$ cat src/rtl/conv_pkg.sv
// Shared constants and saturating arithmetic for the convolution MAC datapath.
package conv_pkg;

    localparam int CONV_MAX_W = 64;

    function automatic int CONV_TREE_LVLS(input int k);
        return (k * k > 1) ? $clog2(k * k) : 0;
    endfunction

    // Exact add in CONV_MAX_W bits, then clamp to the signed range of a w-bit value.
    function automatic logic signed [CONV_MAX_W-1:0] conv_sat_add(
        input logic signed [CONV_MAX_W-1:0] a,
        input logic signed [CONV_MAX_W-1:0] b,
        input int                           w
    );
        logic signed [CONV_MAX_W-1:0] s;
        logic signed [CONV_MAX_W-1:0] hi;
        logic signed [CONV_MAX_W-1:0] lo;
        s  = a + b;
        hi = (CONV_MAX_W'(1) << (w - 1)) - CONV_MAX_W'(1);
        lo = -hi - CONV_MAX_W'(1);
        if (s > hi) return hi;
        if (s < lo) return lo;
        return s;
    endfunction

endpackage

$ cat src/rtl/conv_adder_tree.sv
// Pipelined signed adder tree: one register level per pairwise reduction,
// an odd leftover element is carried forward through a plain delay register.
module conv_adder_tree #(
    parameter int IN_W = 18,
    parameter int N    = 9
) (
    input  logic                                         clk,
    input  logic                                         rst_n,
    input  logic                                         en,
    input  logic                                         in_valid,
    input  logic [N*IN_W-1:0]                            in_data,
    output logic                                         out_valid,
    output logic signed [IN_W+((N > 1) ? $clog2(N) : 0)-1:0] out_data
);
    localparam int LVLS  = (N > 1) ? $clog2(N) : 0;
    localparam int OUT_W = IN_W + LVLS;

    function automatic int lvlCount(input int l);
        return (N + (1 << l) - 1) >> l;
    endfunction

    for (genvar l = 0; l <= LVLS; l++) begin : g_lvl
        localparam int CNT = lvlCount(l);
        logic [CNT*OUT_W-1:0] node;
        logic                 vld;

        if (l == 0) begin : g_in
            always_comb begin
                for (int j = 0; j < N; j++)
                    node[j*OUT_W +: OUT_W] = OUT_W'($signed(in_data[j*IN_W +: IN_W]));
            end
            assign vld = in_valid;
        end else begin : g_reg
            localparam int PCNT = lvlCount(l - 1);
            always_ff @(posedge clk or negedge rst_n) begin
                if (!rst_n) begin
                    node <= '0;
                    vld  <= 1'b0;
                end else if (en) begin
                    vld <= g_lvl[l-1].vld;
                    for (int j = 0; j < CNT; j++) begin
                        if (2*j + 1 < PCNT)
                            node[j*OUT_W +: OUT_W] <= OUT_W'(
                                $signed(g_lvl[l-1].node[2*j*OUT_W +: OUT_W]) +
                                $signed(g_lvl[l-1].node[(2*j+1)*OUT_W +: OUT_W]));
                        else
                            node[j*OUT_W +: OUT_W] <= g_lvl[l-1].node[2*j*OUT_W +: OUT_W];
                    end
                end
            end
        end
    end

    assign out_valid = g_lvl[LVLS].vld;
    assign out_data  = $signed(g_lvl[LVLS].node);

endmodule

$ cat src/rtl/conv_mac_array.sv
// KxK signed convolution MAC: per-beat products, pipelined reduction, and
// saturating per-pixel channel accumulation with bias and optional ReLU.
module conv_mac_array
    import conv_pkg::*;
#(
    parameter int WIDTH = 9,
    parameter int K     = 3,
    parameter int ACC_W = 2*WIDTH+8
) (
    input  logic                    clk,
    input  logic                    rst_n,
    input  logic                    in_valid,
    output logic                    in_ready,
    input  logic                    in_first,
    input  logic                    in_last,
    input  logic [K*K*WIDTH-1:0]    win,
    input  logic [K*K*WIDTH-1:0]    wgt,
    input  logic signed [ACC_W-1:0] bias,
    input  logic                    relu_en,
    output logic                    out_valid,
    input  logic                    out_ready,
    output logic signed [ACC_W-1:0] out_data
);
    localparam int NE    = K*K;
    localparam int PW    = 2*WIDTH;
    localparam int ST    = CONV_TREE_LVLS(K);
    localparam int SUM_W = PW + ST;

    logic                    en;
    logic [NE*PW-1:0]        prod_q;
    logic                    s0_valid_q;
    logic [ST:0]             first_q, last_q, relu_q;
    logic [ST:0][ACC_W-1:0]  bias_q;
    logic                    tree_valid;
    logic signed [SUM_W-1:0] tree_sum;
    logic signed [ACC_W-1:0] acc_q, acc_d, res_q, res_d, nxt;
    logic                    sat_q, sat_d, res_valid_q, res_valid_d, nsat;
    logic signed [CONV_MAX_W-1:0] base, addend, sat_sum;
    logic                    out_valid_q;
    logic signed [ACC_W-1:0] out_data_q;

    assign en        = !(out_valid_q && !out_ready);
    assign in_ready  = en;
    assign out_valid = out_valid_q;
    assign out_data  = out_data_q;

    // Beat sideband rides a shift chain whose last tap lines up with the tree output.
    always_ff @(posedge clk or negedge rst_n) begin
        if (!rst_n) begin
            prod_q     <= '0;
            s0_valid_q <= 1'b0;
            first_q    <= '0;
            last_q     <= '0;
            relu_q     <= '0;
            bias_q     <= '0;
        end else if (en) begin
            s0_valid_q <= in_valid;
            if (in_valid) begin
                for (int i = 0; i < NE; i++)
                    prod_q[i*PW +: PW] <= PW'($signed(win[i*WIDTH +: WIDTH]) *
                                              $signed(wgt[i*WIDTH +: WIDTH]));
                first_q[0] <= in_first;
                last_q[0]  <= in_last;
                relu_q[0]  <= relu_en;
                bias_q[0]  <= bias;
            end
            for (int i = 1; i <= ST; i++) begin
                first_q[i] <= first_q[i-1];
                last_q[i]  <= last_q[i-1];
                relu_q[i]  <= relu_q[i-1];
                bias_q[i]  <= bias_q[i-1];
            end
        end
    end

    conv_adder_tree #(.IN_W(PW), .N(NE)) u_tree (
        .clk       (clk),
        .rst_n     (rst_n),
        .en        (en),
        .in_valid  (s0_valid_q),
        .in_data   (prod_q),
        .out_valid (tree_valid),
        .out_data  (tree_sum)
    );

    // Overflow is detected by comparing the clamped sum with the exact wide sum;
    // once clamped, the pixel stays pinned until its last beat.
    always_comb begin
        acc_d       = acc_q;
        sat_d       = sat_q;
        res_d       = res_q;
        res_valid_d = 1'b0;
        base        = first_q[ST] ? CONV_MAX_W'($signed(bias_q[ST])) : CONV_MAX_W'(acc_q);
        addend      = CONV_MAX_W'(tree_sum);
        sat_sum     = conv_sat_add(base, addend, ACC_W);
        nxt         = ACC_W'(sat_sum);
        nsat        = (sat_sum != base + addend);
        if (sat_q && !first_q[ST]) begin
            nxt  = acc_q;
            nsat = 1'b1;
        end
        if (tree_valid) begin
            if (last_q[ST]) begin
                res_d       = (relu_q[ST] && nxt < 0) ? '0 : nxt;
                res_valid_d = 1'b1;
                acc_d       = '0;
                sat_d       = 1'b0;
            end else begin
                acc_d = nxt;
                sat_d = nsat;
            end
        end
    end

    always_ff @(posedge clk or negedge rst_n) begin
        if (!rst_n) begin
            acc_q       <= '0;
            sat_q       <= 1'b0;
            res_q       <= '0;
            res_valid_q <= 1'b0;
            out_valid_q <= 1'b0;
            out_data_q  <= '0;
        end else if (en) begin
            acc_q       <= acc_d;
            sat_q       <= sat_d;
            res_q       <= res_d;
            res_valid_q <= res_valid_d;
            out_valid_q <= res_valid_q;
            if (res_valid_q) out_data_q <= res_q;
        end
    end

endmodule

$ cat config.mk
export PLATFORM = sky130hd
export DESIGN_NAME = conv_mac_array
export DESIGN_NICKNAME = d
export VERILOG_FILES = /design/src/rtl/conv_pkg.sv /design/src/rtl/conv_adder_tree.sv /design/src/rtl/conv_mac_array.sv
export SDC_FILE = /design/constraint.sdc
export NUM_CORES = 2
export LEC_CHECK = 0
export ABC_AREA = 1
export ABC_CLOCK_PERIOD_IN_PS = 13200
export BUFFER_PORTS_ARGS = -buffer_cell sky130_fd_sc_hd__buf_2
export CORE_MARGIN = 8
export CORE_UTILIZATION = 45
export CTS_CLUSTER_DIAMETER = 30
export CTS_CLUSTER_SIZE = 12
export DETAILED_ROUTE_END_ITERATION = 16
export RECOVER_POWER = 25
export SLEW_MARGIN = 20
export SYNTH_ARGS = -nofsm -noshare
export SYNTH_HDL_FRONTEND = slang
export SYNTH_HIERARCHICAL = 1
export SYNTH_SLANG_ARGS = --single-unit
$ cat constraint.sdc
create_clock -name clk -period 13.2 [get_ports clk]
set_input_delay 2.64 -clock clk [delete_from_list [all_inputs] [get_ports clk]]
set_output_delay 2.64 -clock clk [all_outputs]
set_load 0.05 [all_outputs]
==> results.cfg <==
[outcome]
outcome = finished, violations left
violations = capacitance limit, slew limit

[placed_design]
place_area_sq_mm = 0.0644
dp_hpwl_um = 125000
port_buffers = 222
routabilityCongestion = 0.911

[clock_network]
insertion_delay_ps = 740
cts_buffers = 140
cts_tree = yes
h-tree-depth = 4
cts_resized = 0
clk_path_buf_depth = 3
clk_pin_slew_ps = 40
root_buffer = clkbuf_16
cts_hold_buf = 0
post_cts_buffers = 0
clock-sinks = 611

[drt]
vias = 50100
drt_pre_antenna_iters = 6
wirelength_um = 156000
vias_per_cell = 4.95
first_iter_violations = 3320
ant_nets = 0
drc_errors = 0
wl_per_cell_um = 15.4

[timing]
tns_ps = 0
slew_viol_final = 269
period_needed_ps = 8660
rsz0062_at_grt = no
setup_viol = 0
max_freq_ghz = 0.116
tightest_slew_ps = 5420
relSlewSlack_pct = -261
fin_crit_sh_pct = 65.6
skew_ps = 51.8
hold_viol = 0

[die]
start_util_pct = 45.2
ios = 223
die_y_um = 387
core_area_sq_mm = 0.137
die-area_sq_mm = 0.150
rows = 136
die_w_um = 387

[worst_setup_path]
start_kind = input port
criticalPathCategory = input port to asynchronous set/reset pin
setup.worst_path.end_class = asynchronous set/reset pin
required_ps = 13990
critPathMaxFanout = 95
arrival_ps = 9450

[synthesis]
synth_area_leaders = dfrtp_1 25%, fa_1 21%, nand2_1 17%, ha_1 11%, inv_1 8.9%
seq_area_frac_synth_pct = 24.7
netlist.area_leader.share_pct = 24.7
yosysMostFrequentCell = nand2_1
netlist_area_sq_mm = 0.0620
synth-simple-area-share_pct = 23.7
synth_edf_count = 0
ys.flop_type = dfrtp_1
yosys.area_share.xor_xnor_pct = 2.74
syn_nets = 9482
synth_cells = 8120
synthAdderAreaFrac_pct = 31.4
synth_compound_area_share_pct = 6.49
synth_cell_types = 50
synth_top_family_by_area = adder cells
yosysWarnings = 6
async_reset_ff_share_pct = 100
synthTopCellsByCount = 2753 x nand2_1, 1463 x inv_1, 646 x fa_1
muxShareOfSynthArea_pct = 0.182
yosysTopAreaCell = dfrtp_1
synth_seq_cells = 611
postSynthAreaPerCell_sq_um = 7.64

[global_route]
antenna_found_initial = 8
grt_max_degree = 186
grt_overflow_total = 0
grt_pass1_wl_um = 261000
track_usage_pct = 20.9
grt_pass1_vias = 50900

[power_and_ir_drop]
p_int_mw = 10.2
power.density_mw_per_mm2 = 292
peakVddDrop_mv = 0.125
leakage_nw = 38.3
p_seq_share_pct = 17.2
clkPwrFrac_pct = 18.3
power.switching_mw = 10.2
swShare_pct = 49.9
pwr-share-comb_pct = 64.5

[cells_and_area]
syn_to_final_growth_pct = 12.2
fillers = 13400
finalNetCount = 9573
drive_gt1_share_pct = 7.66
final_cell_area_sq_mm = 0.0696

[flow_run]
cap_violations = 4

[min_path]
holdCritPathClass = flip-flop to flip-flop
[path summary, 6_finish.rpt]
path / from / to / slack [ps] / depth (start not counted)
min in group asynchronous: rst_n / prod_q[88] / 3860 / 1
worst min-delay path: bias_q[28] / bias_q[54] / 430 / 2
worst max-delay path: rst_n / bias_q[6] / 4540 / 3
max in group clk: out_ready / in_ready / 4850 / 5
worst max register to register: first_q[4] / res_q[1] / 7520 / 22
worst min register to register: bias_q[28] / bias_q[54] / 430 / 2
[flip-flops by register name, summed over array words and instances, names as in the netlist, 3 cells and up]
register and flops:
u_tree/g_lvl.node 196, prod_q 162, bias_q 130, acc_q 26, out_data 26, res_q 26, u_tree/out_data 22, first_q 5
last_q 5, relu_q 5, u_tree/g_lvl.vld 3
[layer usage]
metal / track usage [%] / wire length, um / up-vias
li1: - / - / 24900
met1: 30.1 / 74500 / 23900
met2: 32.9 / 69800 / 1037
met3: 3.14 / 7770 / 217
met4: 5.64 / 3690 / 2
met5: 0 / 12 / -
[stage by stage]
stage | setup WS [ps] | std cells | power, mW | utilization [%] | hold WS [ps]
3_3_place_gp | 5490 | 9863 | 16.5 | 47.0 | 454
4_1_cts | 6360 | 10100 | 20.5 | 50.8 | 441
6_report | 4540 | 10100 | 20.3 | 50.7 | 431
5_1_grt | 3040 | 10100 | 22.6 | 50.7 | 459
3_5_place_dp | 5590 | 9863 | 16.6 | 47.0 | 456
2_1_floorplan | 5930 | 8120 | 13.1 | - | 442
[power groups by stage]
| stage | combinational [mW] | sequential, mW | clock [mW] |
|---|---|---|---|
| floorplan | 9.78 | 3.32 | 0 |
| global placement | 13.0 | 3.50 | 0 |
| detailed placement | 13.1 | 3.51 | 0 |
| CTS | 13.2 | 3.50 | 3.79 |
| global route | 15.1 | 3.59 | 3.89 |
| finish | 13.1 | 3.50 | 3.72 |
[cells by family (layout without fill, tap and decap cells)]
kind of cell | after synthesis | in the layout
muxes | 10 | 10
adders and majority gates | 1167 | 1167
DFF | 611 | 611
xor gates and xnor gates | 194 | 194
AOI/OAI and AO/OA | 749 | 749
and+or+nand+nor | 3617 | 3617
other | 0 | 4
buffers and inverters | 1772 | 1977
[cell usage in the layout, fill, tap and decap left out, drive strengths merged, types with 4 or more instances in the layout]
cell,n
buf,241
a21o,9
o2111ai,4
nand3b,54
nand3,290
nand2,2770
ha,521
diode,4
xor2,79
o21bai,35
nor2,319
clkinvlp,17
inv,1475
and2,9
clkbuf,172
bufinv,23
a21oi,251
fa,646
o22ai,43
dfrtp,611
nor4,18
a31oi,11
xnor2,115
mux2,10
nor3,32
o21ai,378
clkinv,49
o31ai,9
or2,97
a21boi,4
nand4,26
[area by class of cell]
cell class / instances / area (sq um) / area share, %
Timing Repair Buffer: 246 / 1280 / 1.84
Clock buffer: 167 / 3780 / 5.43
Clock inverter: 89 / 1430 / 2.05
Tap cell: 1794 / 2240 / 3.23
Antenna cell: 4 / 10.0 / 0.0144
Sequential cell: 611 / 15300 / 22.0
Inverter: 1475 / 5560 / 7.98
Multi-Input combinational cell: 5737 / 40000 / 57.5
[worst max-delay path, stage by stage]
cell,delay (ps)
clkbuf_1,3630
clkbuf_1,2170
buf_4,770
Note: power is estimated with default switching activity, not from simulation.
